==> src/rtl/lc3b_types.sv <==
// -----------------------------------------------------------------------------
// lc3b_types
// Shared LC-3b type definitions used by the data-memory responder and its
// neighbours.
//   lc3b_word       : 16-bit machine word (addresses, data)
//   lc3b_mem_wmask  : 2-bit byte-lane mask {hi, lo}
//   normalize_wmask : maps the "no lanes" encoding 2'b00 onto a full word
// -----------------------------------------------------------------------------
package lc3b_types;

    typedef logic [15:0] lc3b_word;
    typedef logic [1:0]  lc3b_mem_wmask;

    localparam lc3b_mem_wmask WMASK_WORD = 2'b11;

    // A requester that leaves both lanes clear means a full-word access.
    function automatic lc3b_mem_wmask normalize_wmask(input lc3b_mem_wmask mask);
        return (mask == 2'b00) ? WMASK_WORD : mask;
    endfunction

endpackage

==> src/rtl/dmem_responder_if.sv <==
// -----------------------------------------------------------------------------
// dmem_responder_if
// Bundles the MEM/WB-side request handshake and the physical memory port of
// the data-memory responder.
//   Requester side : data_request, load_mar, load_mdr, mem_read, mem_write,
//                    mem_byte_enable, mar_in, mdr_in -> data_response,
//                    mem_rdata, busy, error
//   Memory side    : pmem_address, pmem_wdata, pmem_byte_enable, pmem_read,
//                    pmem_write -> pmem_resp, pmem_rdata
// Modports:
//   slave  : the responder itself
//   master : whoever drives requests and models memory (stage + memory)
// -----------------------------------------------------------------------------
interface dmem_responder_if;

    logic                      data_request;
    logic                      load_mar;
    logic                      load_mdr;
    logic                      mem_read;
    logic                      mem_write;
    lc3b_types::lc3b_mem_wmask mem_byte_enable;
    lc3b_types::lc3b_word      mar_in;
    lc3b_types::lc3b_word      mdr_in;
    logic                      data_response;
    lc3b_types::lc3b_word      mem_rdata;
    logic                      busy;
    logic                      error;

    lc3b_types::lc3b_word      pmem_address;
    lc3b_types::lc3b_word      pmem_wdata;
    lc3b_types::lc3b_mem_wmask pmem_byte_enable;
    logic                      pmem_read;
    logic                      pmem_write;
    logic                      pmem_resp;
    lc3b_types::lc3b_word      pmem_rdata;

    modport slave (
        input  data_request, load_mar, load_mdr, mem_read, mem_write,
               mem_byte_enable, mar_in, mdr_in, pmem_resp, pmem_rdata,
        output data_response, mem_rdata, busy, error,
               pmem_address, pmem_wdata, pmem_byte_enable, pmem_read, pmem_write
    );

    modport master (
        output data_request, load_mar, load_mdr, mem_read, mem_write,
               mem_byte_enable, mar_in, mdr_in, pmem_resp, pmem_rdata,
        input  data_response, mem_rdata, busy, error,
               pmem_address, pmem_wdata, pmem_byte_enable, pmem_read, pmem_write
    );

endinterface

==> src/rtl/dmem_lane_steer.sv <==
// -----------------------------------------------------------------------------
// dmem_lane_steer
// Combinational byte-lane steering between the MDR and the 16-bit memory bus.
//   wmask         in  : normalized lane mask (2'b11 word, 2'b10 hi, 2'b01 lo)
//   mdr           in  : current MDR contents (store data)
//   rdata         in  : raw word returned by memory
//   wdata_steered out : store word; byte stores replicate MDR[7:0] to both lanes
//   rdata_steered out : load word; byte loads return the selected byte
//                       zero-extended
// -----------------------------------------------------------------------------
module dmem_lane_steer
    import lc3b_types::*;
(
    input  lc3b_mem_wmask wmask,
    input  lc3b_word      mdr,
    input  lc3b_word      rdata,
    output lc3b_word      wdata_steered,
    output lc3b_word      rdata_steered
);

    logic       word_access;
    logic [7:0] rd_byte;

    assign word_access = (wmask == WMASK_WORD);

    // Each write lane carries its own MDR byte for words, else the low byte,
    // so the byte-enable alone decides which lane memory actually updates.
    genvar gi;
    generate
        for (gi = 0; gi < 2; gi++) begin : g_wlane
            assign wdata_steered[gi*8 +: 8] = word_access ? mdr[gi*8 +: 8] : mdr[7:0];
        end
    endgenerate

    // Only an explicit hi-lane-only mask picks the upper byte.
    assign rd_byte       = (wmask == 2'b10) ? rdata[15:8] : rdata[7:0];
    assign rdata_steered = word_access ? rdata : {8'h00, rd_byte};

endmodule

==> src/rtl/dmem_responder.sv <==
// -----------------------------------------------------------------------------
// dmem_responder
// Memory-side responder for the MEM/WB data handshake. Owns MAR and MDR, runs
// one access on the physical memory port per request and answers with a
// single-cycle data_response; read data is returned through MDR (mem_rdata).
//
// Ports:
//   clk    in : system clock
//   reset  in : synchronous, active-high reset
//   bus       : dmem_responder_if.slave (request handshake + pmem port)
//
// Parameters:
//   TIMEOUT_CYCLES : ACCESS cycles allowed before an access is abandoned
//                    (only meaningful when DMEM_TIMEOUT_EN is defined)
//
// Build option:
//   DMEM_TIMEOUT_EN : when defined, an access that sees no pmem_resp within
//                     TIMEOUT_CYCLES ACCESS cycles completes with error=1
//                     (reads return 16'h0000). When undefined, ACCESS waits
//                     indefinitely and error is constantly 0.
// -----------------------------------------------------------------------------
module dmem_responder
    import lc3b_types::*;
#(
    parameter int TIMEOUT_CYCLES = 255
) (
    input logic             clk,
    input logic             reset,
    dmem_responder_if.slave bus
);

    typedef enum logic [1:0] {
        IDLE    = 2'd0,
        ACCESS  = 2'd1,
        RESPOND = 2'd2
    } state_t;

    state_t        state_reg;
    lc3b_word      mar_reg;
    lc3b_word      mdr_reg;
    logic          op_write_reg;
    lc3b_mem_wmask wmask_reg;
    logic          data_response_reg;
    logic          busy_reg;
    logic          pmem_read_reg;
    logic          pmem_write_reg;
    logic          error_reg;

    lc3b_word      wdata_steered;
    lc3b_word      rdata_steered;
    logic          timeout_hit;

    dmem_lane_steer u_lane_steer (
        .wmask         (wmask_reg),
        .mdr           (mdr_reg),
        .rdata         (bus.pmem_rdata),
        .wdata_steered (wdata_steered),
        .rdata_steered (rdata_steered)
    );

`ifdef DMEM_TIMEOUT_EN
    localparam int CNT_W = $clog2(TIMEOUT_CYCLES + 1);

    logic [CNT_W-1:0] timeout_cnt_reg;

    // The counter reads k-1 during the k-th ACCESS cycle, so this fires in the
    // last allowed cycle; a pmem_resp in that same cycle still wins.
    assign timeout_hit = (timeout_cnt_reg == CNT_W'(TIMEOUT_CYCLES - 1));
`else
    assign timeout_hit = 1'b0;

    // Keeps the parameter referenced in builds without the timeout.
    if (TIMEOUT_CYCLES < 1) begin : g_timeout_unused
    end
`endif

    always_ff @(posedge clk) begin
        if (reset) begin
            state_reg         <= IDLE;
            mar_reg           <= '0;
            mdr_reg           <= '0;
            op_write_reg      <= 1'b0;
            wmask_reg         <= '0;
            data_response_reg <= 1'b0;
            busy_reg          <= 1'b0;
            pmem_read_reg     <= 1'b0;
            pmem_write_reg    <= 1'b0;
            error_reg         <= 1'b0;
`ifdef DMEM_TIMEOUT_EN
            timeout_cnt_reg   <= '0;
`endif
        end else begin
            data_response_reg <= 1'b0;
            error_reg         <= 1'b0;

            case (state_reg)
                IDLE: begin
                    // Register loads are accepted only here, which keeps the
                    // address and store data of an in-flight access stable.
                    if (bus.load_mar) begin
                        mar_reg <= bus.mar_in;
                    end
                    if (bus.load_mdr) begin
                        mdr_reg <= bus.mdr_in;
                    end
                    if (bus.data_request) begin
                        wmask_reg <= normalize_wmask(bus.mem_byte_enable);
                        busy_reg  <= 1'b1;
                        if (bus.mem_read || bus.mem_write) begin
                            state_reg      <= ACCESS;
                            // Write has priority when both ops are requested.
                            op_write_reg   <= bus.mem_write;
                            pmem_write_reg <= bus.mem_write;
                            pmem_read_reg  <= !bus.mem_write;
`ifdef DMEM_TIMEOUT_EN
                            timeout_cnt_reg <= '0;
`endif
                        end else begin
                            state_reg         <= RESPOND;
                            data_response_reg <= 1'b1;
                        end
                    end
                end

                ACCESS: begin
`ifdef DMEM_TIMEOUT_EN
                    timeout_cnt_reg <= timeout_cnt_reg + CNT_W'(1);
`endif
                    if (bus.pmem_resp) begin
                        state_reg         <= RESPOND;
                        pmem_read_reg     <= 1'b0;
                        pmem_write_reg    <= 1'b0;
                        data_response_reg <= 1'b1;
                        if (!op_write_reg) begin
                            mdr_reg <= rdata_steered;
                        end
                    end else if (timeout_hit) begin
                        state_reg         <= RESPOND;
                        pmem_read_reg     <= 1'b0;
                        pmem_write_reg    <= 1'b0;
                        data_response_reg <= 1'b1;
                        error_reg         <= 1'b1;
                        if (!op_write_reg) begin
                            mdr_reg <= '0;
                        end
                    end
                end

                RESPOND: begin
                    // The requester releases data_request on this same edge,
                    // so the next IDLE cycle only ever sees a fresh request.
                    state_reg <= IDLE;
                    busy_reg  <= 1'b0;
                end

                default: begin
                    state_reg      <= IDLE;
                    busy_reg       <= 1'b0;
                    pmem_read_reg  <= 1'b0;
                    pmem_write_reg <= 1'b0;
                end
            endcase
        end
    end

    assign bus.data_response    = data_response_reg;
    assign bus.mem_rdata        = mdr_reg;
    assign bus.busy             = busy_reg;
    assign bus.error            = error_reg;
    assign bus.pmem_address     = mar_reg & ~16'h0001;
    assign bus.pmem_wdata       = wdata_steered;
    assign bus.pmem_byte_enable = wmask_reg;
    assign bus.pmem_read        = pmem_read_reg;
    assign bus.pmem_write       = pmem_write_reg;

endmodule

==> src/flat_wrapper.sv <==
// flat-port wrapper written by rule: the top's interface ports become plain ports
module dmem_responder_flat import lc3b_types::*;
#(
    parameter int TIMEOUT_CYCLES = 255
)
  (clk, reset, bus_data_request, bus_load_mar, bus_load_mdr, bus_mem_read, bus_mem_write, bus_mem_byte_enable, bus_mar_in, bus_mdr_in, bus_pmem_resp, bus_pmem_rdata, bus_data_response, bus_mem_rdata, bus_busy, bus_error, bus_pmem_address, bus_pmem_wdata, bus_pmem_byte_enable, bus_pmem_read, bus_pmem_write);
  dmem_responder_if bus_i ();
  input logic clk;
  input logic reset;
  input wire logic [$bits(bus_i.data_request)-1:0] bus_data_request;
  input wire logic [$bits(bus_i.load_mar)-1:0] bus_load_mar;
  input wire logic [$bits(bus_i.load_mdr)-1:0] bus_load_mdr;
  input wire logic [$bits(bus_i.mem_read)-1:0] bus_mem_read;
  input wire logic [$bits(bus_i.mem_write)-1:0] bus_mem_write;
  input wire logic [$bits(bus_i.mem_byte_enable)-1:0] bus_mem_byte_enable;
  input wire logic [$bits(bus_i.mar_in)-1:0] bus_mar_in;
  input wire logic [$bits(bus_i.mdr_in)-1:0] bus_mdr_in;
  input wire logic [$bits(bus_i.pmem_resp)-1:0] bus_pmem_resp;
  input wire logic [$bits(bus_i.pmem_rdata)-1:0] bus_pmem_rdata;
  output wire logic [$bits(bus_i.data_response)-1:0] bus_data_response;
  output wire logic [$bits(bus_i.mem_rdata)-1:0] bus_mem_rdata;
  output wire logic [$bits(bus_i.busy)-1:0] bus_busy;
  output wire logic [$bits(bus_i.error)-1:0] bus_error;
  output wire logic [$bits(bus_i.pmem_address)-1:0] bus_pmem_address;
  output wire logic [$bits(bus_i.pmem_wdata)-1:0] bus_pmem_wdata;
  output wire logic [$bits(bus_i.pmem_byte_enable)-1:0] bus_pmem_byte_enable;
  output wire logic [$bits(bus_i.pmem_read)-1:0] bus_pmem_read;
  output wire logic [$bits(bus_i.pmem_write)-1:0] bus_pmem_write;
  assign bus_i.data_request = bus_data_request;
  assign bus_i.load_mar = bus_load_mar;
  assign bus_i.load_mdr = bus_load_mdr;
  assign bus_i.mem_read = bus_mem_read;
  assign bus_i.mem_write = bus_mem_write;
  assign bus_i.mem_byte_enable = bus_mem_byte_enable;
  assign bus_i.mar_in = bus_mar_in;
  assign bus_i.mdr_in = bus_mdr_in;
  assign bus_i.pmem_resp = bus_pmem_resp;
  assign bus_i.pmem_rdata = bus_pmem_rdata;
  assign bus_data_response = bus_i.data_response;
  assign bus_mem_rdata = bus_i.mem_rdata;
  assign bus_busy = bus_i.busy;
  assign bus_error = bus_i.error;
  assign bus_pmem_address = bus_i.pmem_address;
  assign bus_pmem_wdata = bus_i.pmem_wdata;
  assign bus_pmem_byte_enable = bus_i.pmem_byte_enable;
  assign bus_pmem_read = bus_i.pmem_read;
  assign bus_pmem_write = bus_i.pmem_write;
  dmem_responder #(.TIMEOUT_CYCLES(TIMEOUT_CYCLES)) u_core (.clk(clk), .reset(reset), .bus(bus_i));
endmodule
==> config.mk <==
export PLATFORM = sky130hd
export DESIGN_NAME = dmem_responder_flat
export DESIGN_NICKNAME = d
export VERILOG_FILES = /design/src/rtl/lc3b_types.sv /design/src/rtl/dmem_responder_if.sv /design/src/rtl/dmem_lane_steer.sv /design/src/rtl/dmem_responder.sv /design/src/flat_wrapper.sv
export SDC_FILE = /design/constraint.sdc
export NUM_CORES = 1
export LEC_CHECK = 0
export ABC_AREA = 1
export CORE_AREA = 2 2 78 80
export DETAILED_ROUTE_END_ITERATION = 10
export DIE_AREA = 0 0 80 82
export PLACE_DENSITY = 0.75
export SETUP_SLACK_MARGIN = 0.1
export SYNTH_ARGS = -nofsm -noshare
export SYNTH_HDL_FRONTEND = slang
export SYNTH_SLANG_ARGS = --single-unit
==> constraint.sdc <==
create_clock -name clk -period 2.21 [get_ports clk]
set_input_delay 0.221 -clock clk [delete_from_list [all_inputs] [get_ports clk]]
set_output_delay 0.221 -clock clk [all_outputs]
set_load 0.05 [all_outputs]
==> results.md, run 1 <==
- Compound-Gate Fraction of Synth Area: 12.3%
- Gpl congestion: 0.800
- Mapped cell area: 2080 um^2
- CTS clk-pin slew, worst paths: 80 ps
- Top cell type's share of synthesized area: 38.5%
- HPWL Detailed: 4.39 mm
- Starting DRT DRC Count: 70
- Setup CP Type: reg -> out
- CTS resizes: 0
- Setup crit end kind: output port
- Total of max-cap violations: 0
- Initial Utilization: 36.2%
- Period utilization: 88.8%
- P per Cell Area: 842 nW/um^2
- Ys Warns: 0
- Htree depth: 2
- Num Clock Sinks: 40
- Die extent in y: 82 um
- Top cells by count, synth: 74 x nand2_1, 58 x nor2_1, 40 x dfxtp_1
- Max Root-Sink Buffers: 2
- Hold WS: 484 ps
- First-pass GRT wire length: 8.76 mm
- Adder-cell share of the synthesized area: 0%
- Final ANT Viol Nets: 0
- Clk_skew: 7.84 ps
- Cts bufs inserted: 5
- Routed len/inst: 11.9 um
- DP Area: 3220 um^2
- CP required: 1990 ps
- Drt drc: 0
- Max incr delay on CP: 410 ps
- Largest family of logic cells by synthesized area: simple AND/OR/NAND/NOR gates
- IO Port Bufs: 109
- Number of global-route vias before repair: 1912
- Pleak: 0.00148 uW
- CTS tree: built
- Vias per inst: 4.46
- Yosys reg bits: 40
- # hold bufs at CTS: 0
- Post-Synth XOR/XNOR Area: 0%
- Library cells used by synthesis: 24
- Reg area: 801 um^2
- Post-Synthesis Cells: 318
- Core area: 5750 um^2
- Final core occ: 58.8%
- Crit Path Max Fanout: 16
- P&R area growth vs syn: 62.2%
- Avg Cell Area, Syn: 6.54 um^2
- Rel. slew slack: 64.4%
- RSZ-0062 raised after global routing: true
- FP Rows: 28
- Cell with the most instances after synthesis: nand2_1
- Postcts setup bufs: 0
- Register area share after synthesis: 38.5%
- IR drop worst, VDD: 0.334 mV
- Worst Hold Class: reg -> reg
- Multi-input gate area: 986 um^2
- Crit-path cells: buf_4 -> nand2_1 -> o21ai_0 -> buf_12
- Simple-gate portion of the synthesized area: 34.8%
- Crit-path leading delay family: compound AO/OA/AOI/OAI gates
- Critical path startpoint category: flip-flop
- Synth area leader: dfxtp_1
- Crit path DAT: 1740 ps
- Slew Limit Fails: 0
- Hold violation total from the final report: 0
- Setup TNS after final layout: 0 ps
- F_max: 510 MHz
- ANT cells: 0
- Initial antenna violation count: 0
- Die width: 80 um
- Share of layout cells above drive strength 1: 8.15%
- Crit path buffers/inverters: 2
- Final Critical Period: 1960 ps
- Routed wire length: 5.84 mm
- Worst Tran Pin Value: 532 ps
- # setup viols final: 0
- Remaining global-route overflow: 0
- Synth top area cells: dfxtp_1 38%, nand2_1 13%, nor2_1 10%
- EDFF count, synth: 0
- CP max stage cell: o21ai_0
- Area of the die: 6560 um^2
- Ports: 113
- Total number of vias: 2194
- Multiplexer share of the synthesized area: 0%
- Clock tree root buffer cell: clkbuf_8
- Top FF cell, synth: dfxtp_1
- Ys async rst share: 0%
- Max FFs per register: 16
- Total GRT Usage: 17.3%
- TritonRoute pass-1 iters: 4
- Fillers: 562
- Status: finished, final reports clean
- Largest net degree at the start of global routing: 37
- Worst-Skew Late Latency: 300 ps
- Final nets: 474
- Finished Cell Area: 3380 um^2
worst min-delay path, delay by kind of cell (launching register included):
| kind | cells | cell delay (ps) |
|---|---|---|
| AND/OR/NAND/NOR | 2 | 120 |
| flip-flops | 1 | 330 |
per-stage QoR:
step,power [uW],worst slack [ps],std cells
after floorplan,1630,-220,319
after detailed placement,2030,553,484
after global routing,2980,28.0,492
after CTS,2870,219,492
final,2840,248,492
after global placement,2020,552,484
logic make-up after synthesis:
logic type | count (synthesis)
and+or+nand+nor | 166
DFF | 40
AOI/OAI and AO/OA | 50
other | 1
buffers and inverters | 61
layout make-up:
class / instances / share of cell area [%]
flip-flops and latches: 40 / 23.7
well taps: 75 / 2.78
multi-input cells: 218 / 29.2
clock buffers: 5 / 2.04
inverters: 40 / 4.45
clock inverters: 3 / 2.67
repair buffers: 111 / 35.1
layout by cell type, fill, tap and decap left out, drive strengths merged:
cell | netlist | layout
inv | 38 | 38
nand3 | 20 | 20
buf | 18 | 10
a21oi | 14 | 14
clkinv | 2 | 2
nand4 | 1 | 1
nor2 | 61 | 61
conb | 1 | 2
bufinv | 0 | 3
a211oi | 2 | 2
clkbuf | 3 | 5
or2 | 8 | 8
nand2 | 76 | 76
dfxtp | 40 | 40
o21ai | 34 | 34
clkdlybuf4s50 | 0 | 101
final timing paths:
path / from / to / slack (ps) / cells past startpoint
worst max-delay path: u_core.bus.pmem_byte_enable[1] / bus_pmem_wdata[9] / 250 / 4
worst min-delay path: u_core.mar_reg[12] / u_core.mar_reg[12] / 480 / 2
worst max register to register: u_core.state_reg[0] / u_core.bus.mem_rdata[15] / 630 / 7
worst min register to register: u_core.mar_reg[12] / u_core.mar_reg[12] / 480 / 2
layer usage:
metal  global-route usage (%)  vias up  routed length (um)
li1                         -     1162                   -
met1                     18.9      935                2380
met2                     31.0       85                2850
met3                     5.16       12                 492
met4                     7.63        0                 119
met5                        0        -                   0
power by group:
group          internal [uW]  total (uW)  switching (uW)
Clock                    565         834             269
Combinational            434        1150             714
Sequential               803         861            57.5
Total                   1800        2840            1040
Note: power is estimated with default switching activity, not from simulation.
==> run 2, diff against run 1 <==
PLACE_DENSITY = 0.76   (was 0.75)
SETUP_SLACK_MARGIN = 0.3   (was 0.1)
TNS_END_PERCENT = 100   (was default)
==> run 2 against run 1 <==
Compared with the run above: die area stayed put; via count grew 3.0%; register-to-register slack about the same; clock skew about the same; count of clock-buffer cells in the layout did not move; worst setup slack gained 200 ps; first-iteration DRC count grew 34%; critical endpoint is now bus_mem_rdata[4]; largest power group unchanged.
==> results.md, run 2 (synthesized netlist as in run 1, its figures left out) <==
- Max Root-Sink Buffers: 2 (unchanged)
- Gpl congestion: 0.810 (was 0.800)
- Switch share: 40.1% (was 36.6%)
- Period utilization: 79.8% (was 88.8%)
- Setup crit end kind: output port (unchanged)
- ANT cells: 0 (unchanged)
- HPWL Detailed: 4.63 mm (was 4.39 mm)
- Largest net degree at the start of global routing: 33 (was 37)
- Total number of vias: 2260 (was 2194)
- Slew Limit Fails: 0 (unchanged)
- Setup TNS after final layout: 0 ps (unchanged)
- Status: finished, final reports clean (unchanged)
- CP max stage cell: clkdlybuf4s50_1 (was o21ai_0)
- Drt drc: 0 (unchanged)
- Final ANT Viol Nets: 0 (unchanged)
- Die extent in y: 82 um (unchanged)
- Final Critical Period: 1760 ps (was 1960 ps)
- Crit-path leading delay family: buffers and inverters (was compound AO/OA/AOI/OAI gates)
- P&R area growth vs syn: 60.6% (was 62.2%)
- Final nets: 475 (was 474)
- Postcts setup bufs: 0 (unchanged)
- Worst Hold Class: reg -> reg (unchanged)
- Setup CP Type: reg -> out (unchanged)
- Hold violation total from the final report: 0 (unchanged)
- Remaining global-route overflow: 0 (unchanged)
- Routed wire length: 6.06 mm (was 5.84 mm)
- Number of global-route vias before repair: 2230 (was 1912)
- Crit Path Max Fanout: 4 (was 16)
- Crit path DAT: 1540 ps (was 1740 ps)
- Critical path startpoint category: flip-flop (unchanged)
- TritonRoute pass-1 iters: 4 (unchanged)
- First-pass GRT wire length: 9.71 mm (was 8.76 mm)
- # setup viols final: 0 (unchanged)
- Max FFs per register: 16 (unchanged)
- Routed len/inst: 12.3 um (was 11.9 um)
- F_max: 567 MHz (was 510 MHz)
- Area of the die: 6560 um^2 (unchanged)
- Starting DRT DRC Count: 94 (was 70)
- Vias per inst: 4.58 (was 4.46)
- Initial Utilization: 36.2% (unchanged)
- Worst Tran Pin Value: 526 ps (was 532 ps)
- Int Power: 1580 uW (was 1800 uW)
- IR drop worst, VDD: 0.402 mV (was 0.334 mV)
- Crit-path cells: clkdlybuf4s50_1 (was buf_4 -> nand2_1 -> o21ai_0 -> buf_12)
- FP Rows: 28 (unchanged)
- Ports: 113 (unchanged)
- Most common cell after layout, fill and taps aside: clkdlybuf4s50_1 (unchanged)
- Htree depth: 2 (unchanged)
- Cts bufs inserted: 5 (unchanged)
- Clock tree root buffer cell: clkbuf_8 (unchanged)
- Leading cell types in the layout, fill and taps excluded: 101 x clkdlybuf4s50_1, 73 x nand2_1, 58 x nor2_1 (was 101 x clkdlybuf4s50_1, 74 x nand2_1, 58 x nor2_1)
- Die width: 80 um (unchanged)
- Final core occ: 58.2% (was 58.8%)
- Pleak: 0.00146 uW (was 0.00148 uW)
- Sw power: 1060 uW (was 1040 uW)
- Clk_skew: 8.30 ps (was 7.84 ps)
- Max incr delay on CP: 830 ps (was 410 ps)
- CTS tree: built (unchanged)
- Crit path buffers/inverters: 1 (was 2)
- Clk network pwr share: 23.4% (was 29.3%)
- Sequential Power Share: 32.7% (was 30.3%)
- RSZ-0062 raised after global routing: false (was true)
- CP required: 1990 ps (about the same)
- Core area: 5750 um^2 (unchanged)
- Num Clock Sinks: 40 (unchanged)
- Total of max-cap violations: 0 (unchanged)
- Combinational Power Share: 43.9% (was 40.4%)
- # hold bufs at CTS: 0 (unchanged)
- P per Cell Area: 790 nW/um^2 (was 842 nW/um^2)
- Rel. slew slack: 64.8% (was 64.4%)
- IO Port Bufs: 109 (unchanged)
- CTS resizes: 0 (unchanged)
- CTS clk-pin slew, worst paths: 90 ps (was 80 ps)
- Total GRT Usage: 18.8% (was 17.3%)
- Share of layout cells above drive strength 1: 8.61% (was 8.15%)
- Initial antenna violation count: 0 (unchanged)
- Worst-Skew Late Latency: 300 ps (about the same)
[run 2: power groups by stage]
stage | Clock, uW | Sequential (uW) | Combinational, uW
2_1_floorplan | 0 | 1140 | 487
3_3_place_gp | 0 | 877 | 1150
3_5_place_dp | 0 | 881 | 1160
4_1_cts | 635 | 864 | 1170
5_1_grt | 665 | 877 | 1240
6_report | 618 | 864 | 1160
[run 2: cell type report]
type | instances | area, um^2
fill | 555 | 2400
clock buffer | 5 | 68.8
multi-input combinational | 218 | 988
tap | 75 | 93.8
timing repair buffer | 112 | 1190
sequential | 40 | 801
inverter | 40 | 150
clock inverter | 3 | 46.3
[run 2: routing by layer]
| metal | track usage (%) | vias up | wire length, um |
|---|---|---|---|
| li1 | - | 1170 | - |
| met1 | 21.2 | 998 | 2440 |
| met2 | 34.2 | 81 | 3060 |
| met3 | 4.84 | 11 | 466 |
| met4 | 6.78 | 0 | 97 |
| met5 | 0 | - | 0 |
[run 2: final timing paths]
check	start	to	slack (ps)	cells after the start
max	u_core.bus.mem_rdata[4]	bus_mem_rdata[4]	450	1
min	u_core.op_write_reg	u_core.op_write_reg	480	2
min reg2reg	u_core.op_write_reg	u_core.op_write_reg	480	2
max reg2reg	u_core.state_reg[0]	u_core.bus.mem_rdata[15]	640	7
[run 2: through the flow]
stage / area, um^2 / setup WS (ps) / total power (uW) / hold slack (ps) / cells
after floorplan: 2080 / 128 / 1630 / 290 / 319
after global placement: 3220 / 623 / 2030 / 455 / 485
after detailed placement: 3220 / 624 / 2040 / 473 / 485
after CTS: 3340 / 377 / 2660 / 486 / 493
after global routing: 3340 / 366 / 2780 / 510 / 493
final: 3340 / 446 / 2640 / 481 / 493
==> run 3, diff against run 2 <==
clock period = 1.8 ns   (was 2.21 ns; I/O delays follow)
==> run 3 against run 2 <==
Compared with the run above: wire length increased by 5.4%; cell count increased by 1.4%; non-clock buffer count increased by 6; worst setup slack got worse by 96 ps; die area unchanged; via count increased by 2.3%; core utilization increased by 2.4 points; largest cell class unchanged; highest routed layer unchanged.
==> results.md, run 3 (synthesized netlist as in run 1, its figures left out) <==
- Status: finished, final reports clean (unchanged)
- CTS tree: built (unchanged)
- Clk_skew: 4.85 ps (was 8.30 ps)
- Core area: 5750 um^2 (unchanged)
- Htree depth: 2 (unchanged)
- Dpl cells: 487 (was 485)
- Area of the die: 6560 um^2 (unchanged)
- Crit-path leading delay family: flip-flops (was buffers and inverters)
- Total number of vias: 2313 (was 2260)
- Initial antenna violation count: 0 (unchanged)
- Ports: 113 (unchanged)
- Total GRT Usage: 18.4% (was 18.8%)
- Final core occ: 60.5% (was 58.2%)
- Crit path DAT: 1270 ps (was 1540 ps)
- Vias per inst: 4.63 (was 4.58)
- Most common cell after layout, fill and taps aside: nand2_1 (was clkdlybuf4s50_1)
- Routed wire length: 6.39 mm (was 6.06 mm)
- Share of layout cells above drive strength 1: 12.5% (was 8.61%)
- P&R area growth vs syn: 67.1% (was 60.6%)
- Max FFs per register: 16 (unchanged)
- IR drop worst, VDD: 0.453 mV (was 0.402 mV)
- Final ANT Viol Nets: 0 (unchanged)
- Setup crit end kind: output port (unchanged)
- Final nets: 482 (was 475)
- CP max stage cell: dfxtp_4 (was clkdlybuf4s50_1)
- First-pass GRT wire length: 9.43 mm (was 9.71 mm)
- Die width: 80 um (unchanged)
- Remaining global-route overflow: 0 (unchanged)
- Largest net degree at the start of global routing: 33 (unchanged)
- Gpl congestion: 0.750 (was 0.810)
- Number of global-route vias before repair: 2074 (was 2230)
- Total Power: 3200 uW (was 2640 uW)
- Slew Limit Fails: 0 (unchanged)
- Max Root-Sink Buffers: 2 (unchanged)
- # setup viols final: 0 (unchanged)
- Leading cell types in the layout, fill and taps excluded: 73 x nand2_1, 58 x nor2_1, 56 x clkdlybuf4s50_1 (was 101 x clkdlybuf4s50_1, 73 x nand2_1, 58 x nor2_1)
- Worst Hold Class: reg -> reg (unchanged)
- Final Critical Period: 1450 ps
- Rel. slew slack: 64.8% (about the same)
- Period utilization: 80.6%
- Total of max-cap violations: 0 (unchanged)
- Max incr delay on CP: 400 ps (was 830 ps)
- CP required: 1620 ps (was 1990 ps)
- ANT cells: 0 (unchanged)
- Setup CP Type: reg -> out (unchanged)
- Crit path buffers/inverters: 2 (was 1)
- Initial Utilization: 36.2% (unchanged)
- RSZ-0062 raised after global routing: false (unchanged)
- Setup TNS after final layout: 0 ps (unchanged)
- CTS clk-pin slew, worst paths: 80 ps (was 90 ps)
- HPWL Detailed: 4.38 mm (was 4.63 mm)
- Worst-Skew Late Latency: 290 ps (was 300 ps)
- P per Cell Area: 921 nW/um^2 (was 790 nW/um^2)
- Cts bufs inserted: 5 (unchanged)
- Routed len/inst: 12.8 um (was 12.3 um)
- IO Port Bufs: 109 (unchanged)
- Hold violation total from the final report: 0 (unchanged)
- Starting DRT DRC Count: 90 (was 94)
- TritonRoute pass-1 iters: 4 (unchanged)
- Worst Tran Pin Value: 530 ps (was 526 ps)
- Post-Layout Cell Count: 500 (was 493)
- Num Clock Sinks: 40 (unchanged)
- F_max: 690 MHz
- Drt drc: 0 (unchanged)
- Pleak: 0.00170 uW (was 0.00146 uW)
- Clock tree root buffer cell: clkbuf_8 (unchanged)
- Crit-path cells: nand2_4 -> clkbuf_16 -> o21ai_4 -> buf_12 (was clkdlybuf4s50_1)
- Die extent in y: 82 um (unchanged)
- Crit Path Max Fanout: 8 (was 4)
- Critical path startpoint category: flip-flop (unchanged)
- # hold bufs at CTS: 0 (unchanged)
- FP Rows: 28 (unchanged)
## run 3: cell count changes in the layout (fill, tap and decap cells not counted), sizes merged
cell,delta
nand3,+1
inv,-1
dlygate4sd2,+45
clkinvlp,-1
clkdlybuf4s50,-45
buf,+5
clkinv,+1
clkbuf,+2
## run 3: final cells by class
cell class	count	area, um^2
Clock buffer	6	72.6
Clock inverter	2	35.0
Fill cell	544	2270
Inverter	40	150
Multi-Input combinational cell	219	1100
Sequential cell	40	808
Tap cell	75	93.8
Timing Repair Buffer	118	1210
## run 3: stage by stage
| step | setup WS (ps) | hold slack, ps | area [um^2] |
|---|---|---|---|
| after CTS | 304 | 490 | 3420 |
| after detailed placement | 277 | 475 | 3340 |
| final | 350 | 482 | 3480 |
| after floorplan | 396 | 239 | 2190 |
| after global routing | 300 | 496 | 3480 |
| after global placement | 277 | 458 | 3340 |
## run 3: what timing repair did
action                                  in CTS  in global routing
resized for setup                           48                  4
gates cloned                                 0                  2
buffers inserted                             2                  1
pin swaps                                    0                  1
endpoints found under the setup margin      53                 15
## run 3: worst reg2reg max path, cell delays in order (launching register included)
cell and delay [ps]:
dfxtp_1 400, a21oi_2 330, nand3_4 260, a21oi_1 220, nor2_1 60
## run 3: routing by layer
layer / vias to the layer above / routed length, um / GRT usage [%]
met2: 100 / 2990 / 30.8
met4: 0 / 49 / 5.59
met3: 4 / 631 / 6.37
li1: 1191 / - / -
met5: - / 0 / 0
met1: 1018 / 2730 / 22.2
## run 3: final timing paths
| kind | depth (start not counted) | start | endpoint | slack [ps] |
|---|---|---|---|---|
| setup / recovery | 4 | u_core.bus.pmem_byte_enable[1] | bus_pmem_wdata[10] | 350 |
| hold / removal | 2 | u_core.mar_reg[12] | u_core.mar_reg[12] | 480 |
| setup reg to reg | 4 | u_core.state_reg[0] | u_core.bus.mem_rdata[7] | 440 |
| hold reg to reg | 2 | u_core.mar_reg[12] | u_core.mar_reg[12] | 480 |
## run 3: report_power, final
| part | switching (uW) | internal, uW |
|---|---|---|
| Clock | 314 | 412 |
| Combinational | 925 | 494 |
| Sequential | 72.6 | 987 |
